--- src/rtl/uart_word_tx_pkg.sv ---
// Shared definitions for the word-to-byte UART transmit stage:
// serialiser state encoding and helpers deriving byte counts from the word width.
package uart_word_tx_pkg;

    typedef enum logic [1:0] {
        ST_IDLE    = 2'd0,
        ST_SEND    = 2'd1,
        ST_WAIT_HI = 2'd2,
        ST_WAIT_LO = 2'd3
    } tx_state_t;

    function automatic int nbytes_f(input int n);
        return n / 8;
    endfunction

    // A single-byte word still needs a 1-bit index register.
    function automatic int byte_idx_w_f(input int n);
        return ((n / 8) > 1) ? $clog2(n / 8) : 1;
    endfunction

endpackage

--- src/rtl/uart_word_tx_sync_word_fifo.sv ---
// Synchronous word FIFO with registered occupancy count; a push is refused when full
// and a pop is ignored when empty, so push and pop may coincide freely.
module sync_word_fifo #(
    parameter int W  = 16,
    parameter int AW = 2
) (
    input  logic          clk,
    input  logic          rst,
    input  logic          push,
    input  logic          pop,
    input  logic [W-1:0]  wdata,
    output logic [W-1:0]  rdata,
    output logic          full,
    output logic          empty,
    output logic [AW:0]   count
);
    localparam int DEPTH = 1 << AW;

    logic [W-1:0]  mem_r [DEPTH];
    logic [AW-1:0] wr_ptr_r;
    logic [AW-1:0] rd_ptr_r;
    logic [AW:0]   count_r;
    logic          do_push_s;
    logic          do_pop_s;

    assign full      = (count_r == (AW+1)'(DEPTH));
    assign empty     = (count_r == {(AW+1){1'b0}});
    assign count     = count_r;
    assign rdata     = mem_r[rd_ptr_r];
    assign do_push_s = push & ~full;
    assign do_pop_s  = pop & ~empty;

    // Storage array; contents need no reset because the pointers define validity.
    always_ff @(posedge clk) begin
        if (do_push_s) begin
            mem_r[wr_ptr_r] <= wdata;
        end
    end

    // Pointers wrap modulo depth; the count tracks occupancy independently.
    always_ff @(posedge clk) begin
        if (rst) begin
            wr_ptr_r <= {AW{1'b0}};
            rd_ptr_r <= {AW{1'b0}};
            count_r  <= {(AW+1){1'b0}};
        end else begin
            if (do_push_s) begin
                wr_ptr_r <= wr_ptr_r + AW'(1);
            end
            if (do_pop_s) begin
                rd_ptr_r <= rd_ptr_r + AW'(1);
            end
            case ({do_push_s, do_pop_s})
                2'b10:   count_r <= count_r + (AW+1)'(1);
                2'b01:   count_r <= count_r - (AW+1)'(1);
                default: count_r <= count_r;
            endcase
        end
    end

endmodule

--- src/rtl/uart_word_tx.sv ---
// Buffers N-bit words and feeds them MSB byte first to a UART, pacing on its busy flag
// and re-pulsing a byte the UART failed to pick up.
module uart_word_tx
    import uart_word_tx_pkg::*;
#(
    parameter int N          = 16,
    parameter int DEPTH_LOG2 = 2,
    parameter int START_TO   = 4
) (
    input  logic                  iCE_CLK,
    input  logic                  rst,
    input  logic                  rx_valid,
    input  logic [N-1:0]          rx_bytes,
    output logic                  rx_ready,
    input  logic                  is_transmitting,
    output logic [7:0]            tx_byte,
    output logic                  tx_valid,
    output logic [DEPTH_LOG2:0]   fifo_count,
    output logic                  busy,
    output logic                  overflow
);
    localparam int NBYTES = nbytes_f(N);
    localparam int BIW    = byte_idx_w_f(N);
    localparam int TW     = $clog2(START_TO) + 1;
    // The pulse cycle counts as the first wait cycle, so the re-pulse lands START_TO cycles after it.
    localparam logic [TW-1:0] TIMEOUT_LAST = TW'(START_TO - 2);

    tx_state_t        state_r;
    logic [N-1:0]     shift_r;
    logic [BIW-1:0]   byte_idx_r;
    logic [TW-1:0]    timer_r;
    logic [7:0]       tx_byte_r;
    logic             tx_valid_r;
    logic             overflow_r;
    logic [N-1:0]     fifo_rdata_s;
    logic             fifo_full_s;
    logic             fifo_empty_s;
    logic             pop_s;

    sync_word_fifo #(
        .W  (N),
        .AW (DEPTH_LOG2)
    ) u_fifo (
        .clk   (iCE_CLK),
        .rst   (rst),
        .push  (rx_valid),
        .pop   (pop_s),
        .wdata (rx_bytes),
        .rdata (fifo_rdata_s),
        .full  (fifo_full_s),
        .empty (fifo_empty_s),
        .count (fifo_count)
    );

    // Never start a word while the UART is still busy, e.g. straight after a reset.
    assign pop_s    = (state_r == ST_IDLE) & ~fifo_empty_s & ~is_transmitting;
    assign rx_ready = ~fifo_full_s;
    assign busy     = (state_r != ST_IDLE) | (fifo_count != {(DEPTH_LOG2+1){1'b0}});
    assign tx_byte  = tx_byte_r;
    assign tx_valid = tx_valid_r;
    assign overflow = overflow_r;

    // Sticky flag for words offered while the FIFO was full.
    always_ff @(posedge iCE_CLK) begin
        if (rst) begin
            overflow_r <= 1'b0;
        end else if (rx_valid & fifo_full_s) begin
            overflow_r <= 1'b1;
        end
    end

    // Serialiser: one pulse per byte, wait for the UART to go busy and then idle again.
    always_ff @(posedge iCE_CLK) begin
        if (rst) begin
            state_r    <= ST_IDLE;
            shift_r    <= {N{1'b0}};
            byte_idx_r <= {BIW{1'b0}};
            timer_r    <= {TW{1'b0}};
            tx_byte_r  <= 8'h00;
            tx_valid_r <= 1'b0;
        end else begin
            tx_valid_r <= 1'b0;
            case (state_r)
                ST_IDLE: begin
                    if (pop_s) begin
                        shift_r    <= fifo_rdata_s;
                        byte_idx_r <= BIW'(NBYTES - 1);
                        state_r    <= ST_SEND;
                    end
                end
                ST_SEND: begin
                    tx_byte_r  <= shift_r[8*byte_idx_r +: 8];
                    tx_valid_r <= 1'b1;
                    timer_r    <= {TW{1'b0}};
                    state_r    <= ST_WAIT_HI;
                end
                ST_WAIT_HI: begin
                    if (is_transmitting) begin
                        state_r <= ST_WAIT_LO;
                    end else if (timer_r == TIMEOUT_LAST) begin
                        state_r <= ST_SEND;
                    end else begin
                        timer_r <= timer_r + TW'(1);
                    end
                end
                ST_WAIT_LO: begin
                    if (!is_transmitting) begin
                        if (byte_idx_r == {BIW{1'b0}}) begin
                            state_r <= ST_IDLE;
                        end else begin
                            byte_idx_r <= byte_idx_r - BIW'(1);
                            state_r    <= ST_SEND;
                        end
                    end
                end
                default: begin
                    state_r <= ST_IDLE;
                end
            endcase
        end
    end

endmodule

--- config.mk ---
export PLATFORM = sky130hd
export DESIGN_NAME = uart_word_tx
export DESIGN_NICKNAME = d
export VERILOG_FILES = /design/src/rtl/uart_word_tx_pkg.sv /design/src/rtl/uart_word_tx_sync_word_fifo.sv /design/src/rtl/uart_word_tx.sv
export SDC_FILE = /design/constraint.sdc
export NUM_CORES = 1
export LEC_CHECK = 0
export CAP_MARGIN = 20
export CORE_AREA = 2 2 92 94
export DETAILED_ROUTE_END_ITERATION = 7
export DIE_AREA = 0 0 94 96
export PLACE_DENSITY = 0.72
export SETUP_SLACK_MARGIN = 0.5
export SKIP_CTS_REPAIR_TIMING = 1
export SYNTH_ARGS = -nofsm -noshare
export SYNTH_HDL_FRONTEND = slang
export SYNTH_SLANG_ARGS = --single-unit
--- constraint.sdc ---
create_clock -name iCE_CLK -period 2.91 [get_ports iCE_CLK]
set_clock_uncertainty 0.15 [all_clocks]
set_input_delay 0.582 -clock iCE_CLK [delete_from_list [all_inputs] [get_ports iCE_CLK]]
set_output_delay 0.582 -clock iCE_CLK [all_outputs]
set_load 0.01 [all_outputs]
==> results.ini <==
[synth]
synth_enable_flop_cells=64
postSynthRegisterBits=103
synth_async_sr_flop_share=0
post_synth_main_area_contributors=sky130_fd_sc_hd__edfxtp_1 48%, sky130_fd_sc_hd__dfxtp_1 19%, sky130_fd_sc_hd__mux4_2 9.0%
post_synth_instance_area_um2=4010
yosysWarningCount=0
synth-main-ff-cell=sky130_fd_sc_hd__edfxtp_1
synth.yosys.seq_area_share=0.674
number_of_library_cell_types_mapped_by_synthesis=36
postSynthNetCount=306
postSynthCellCount=278
yosys.area.top_type_share=0.479
mean_syn_cell_area_um2=14.4
synth_area_leader_cell=sky130_fd_sc_hd__edfxtp_1

[critical_path]
endpoint_kind=register
timing.rr.start=u_fifo.count[1]
arrival_ps=2500
crit_fanout=6
crit_path_start=u_fifo.count[1]
cpMaxStageDelayCell=sky130_fd_sc_hd__or3b_4
timing.critical_path.mode_cell=sky130_fd_sc_hd__inv_2
cp_cell_sequence=or3b_4 > and2_4 > inv_2 > ha_4 > inv_2 > fa_2 > xor2_1 > or3_1 > a21oi_2
required_ps=3060
highest_cell_delay_on_the_worst_timing_path_ps=420
setup.worst_path.class=register to register
worstSetupStartpointType=register

[power]
comb_power_share=0.283
pwr-share-seq=0.498
clock_power_share=0.219
switching_power_w=0.00118
worst_vdd_drop_v=0.000382
power_per_cell_area_nw_per_um2=841
sw_frac_of_total=0.299
p_int_w=0.00278
leakagePower_nw=1.56

[final_layout]
num_antenna_cells=0
fraction_of_layout_instances_using_a_drive_strength_above_1=0.184
final_cell_mix=64 x sky130_fd_sc_hd__edfxtp_1, 36 x sky130_fd_sc_hd__nand2_1, 36 x sky130_fd_sc_hd__dfxtp_1, 32 x sky130_fd_sc_hd__clkdlybuf4s50_1, 21 x sky130_fd_sc_hd__nor2_1
final_net_count=349
fillCellCount=628
mostFrequentLayoutCell=sky130_fd_sc_hd__edfxtp_1
synthToLayoutAreaGrowth_pct=17.5

[cts]
cts_sinks=103
clock_tree.root_cell=sky130_fd_sc_hd__clkbuf_8
cts_buffers=9
h-tree-depth=3
insertion_delay_ps=360
clkTransAtPathRegs_ps=100
cts.path.max_buffers=2
tritoncts=done

[placement]
pre_cts_slack_ps=10.4
post-dp-hpwl_um=4250
gp_congestion=0.758
count_of_input_and_output_buffers=34

[die]
core_area_um2=8050
dieArea_um2=9020
die_h_um=96
initial_core_util=0.498
fp.dieW_um=94
design.portCount=35
core.rowCount=33

[timing]
timing.slew.headroom=0.402
final.hold.worst_slack_ps=311
final.period_utilization=0.809
fin_setup_tns_ps=0
achievable-frequency_ghz=0.425
actual_slew_at_the_worst_max_slew_pin_ps=896
final_hold_violations=0
timing_max_transition_violations_final=0
timing.final.setup_violations=0
rsz0062_at_grt=yes
layout_min_cycle_time_ps=2350
final_critical_path_setup_slack_ps=557

[detailed_routing]
drtAntennaViolNets=0
post_drt_wl_per_cell_um=15.4
drt_first_pass_iters=4
routed_wirelength_um=6630
detail_route.drc_violations=0
dr_total_vias=2255
routed_via_density=5.23
drtIter0Drc=84

[global_routing]
overflow=0
pin_count_of_the_biggest_net_entering_global_routing=22
grt_first_pass_wirelength_um=10600
grt.total_usage=0.161
vias_in_the_first_global_route=2159
antenna_found_initial=0

[min_path]
hp-class=register to register
hold_start=shift_r[6]

[status]
run_status=finished clean

[flow_run]
max_cap_violations=0

-- area by class of cell --
cell class | instances | area [um2] | share of cell area
clock buffers | 9 | 124 | 0.0263
multi-input cells | 151 | 1190 | 0.253
inverters | 9 | 38.8 | 0.00823
well taps | 105 | 131 | 0.0279
clock inverters | 7 | 70.1 | 0.0149
flip-flops and latches | 103 | 2710 | 0.576
repair buffers | 47 | 443 | 0.0939
-- cell families (layout without fill, tap and decap cells) --
| logic type | Yosys count | count (layout) | synth area share |
|---|---|---|---|
| buf+inv | 24 | 72 | 0.0356 |
| simple gates | 74 | 74 | 0.0808 |
| fa+ha+maj | 8 | 8 | 0.0268 |
| compound gates | 38 | 38 | 0.0571 |
| flops | 103 | 103 | 0.674 |
| mux | 26 | 26 | 0.115 |
| xor+xnor | 5 | 5 | 0.0109 |
-- layer usage --
layer  part of all wire  global-route usage  up-vias
met4             0.0080              0.0471        0
li1                   -                   -     1101
met2               0.49               0.274       52
met1               0.46               0.197     1098
met3              0.039              0.0517        4
met5                  0                   0        -
-- power by group through the flow --
stage | combinational, W | clock, W | sequential (W)
6_report | 0.00112 | 0.000870 | 0.00197
5_1_grt | 0.00124 | 0.000949 | 0.00200
4_1_cts | 0.00112 | 0.000900 | 0.00197
3_5_place_dp | 0.00112 | 0 | 0.00200
3_3_place_gp | 0.00110 | 0 | 0.00199
2_1_floorplan | 0.000798 | 0 | 0.00196
-- stage by stage --
step / instances / cell area, um2 / utilization / power [W]
finish: 431 / 4710 / 0.586 / 0.00397
global route: 431 / 4710 / 0.586 / 0.00420
CTS: 429 / 4670 / 0.581 / 0.00399
detailed placement: 413 / 4480 / 0.556 / 0.00312
global placement: 413 / 4480 / 0.556 / 0.00309
floorplan: 278 / 4030 / - / 0.00276
-- flip-flops by register name, summed over array words and instances, names as in the netlist --
register / flops
u_fifo.mem_r: 64
byte_idx_r: 1
u_fifo.count: 3
tx_byte: 8
tx_valid: 1
u_fifo.rd_ptr_r: 2
state_r: 2
overflow: 1
timer_r: 3
u_fifo.wr_ptr_r: 2
shift_r: 16
-- critical path: cells and delay by family, from the launching register on --
kind / cells / cell delay, ps
adder cells (fa/ha/maj): 2 / 460
buffers and inverters: 2 / 100
AO/OA/AOI/OAI: 1 / 120
XOR/XNOR: 1 / 150
AND/OR/NAND/NOR: 3 / 920
flip-flops: 1 / 370
-- synth_stat cells (2+ instances only) --
master	number
sky130_fd_sc_hd__nand2_1	36
sky130_fd_sc_hd__clkbuf_1	4
sky130_fd_sc_hd__xnor2_1	3
sky130_fd_sc_hd__a21oi_1	21
sky130_fd_sc_hd__mux4_2	16
sky130_fd_sc_hd__buf_6	2
sky130_fd_sc_hd__mux2i_1	9
sky130_fd_sc_hd__buf_2	5
sky130_fd_sc_hd__o21ai_0	5
sky130_fd_sc_hd__inv_1	8
sky130_fd_sc_hd__xor2_1	2
sky130_fd_sc_hd__dfxtp_1	39
sky130_fd_sc_hd__and3_1	4
sky130_fd_sc_hd__nor3_1	3
sky130_fd_sc_hd__edfxtp_1	64
sky130_fd_sc_hd__ha_1	7
sky130_fd_sc_hd__a211oi_1	8
sky130_fd_sc_hd__nor2_1	21
sky130_fd_sc_hd__buf_1	2
sky130_fd_sc_hd__nor2b_1	2
sky130_fd_sc_hd__nand2b_1	2
-- worst paths after layout --
check,end,depth (start not counted),slack (ps)
max,u_fifo.count[2],9,560
min reg2reg,shift_r[6],2,310
max reg2reg,u_fifo.count[2],9,560
min,shift_r[6],2,310
(Power assumes the default switching activity.)
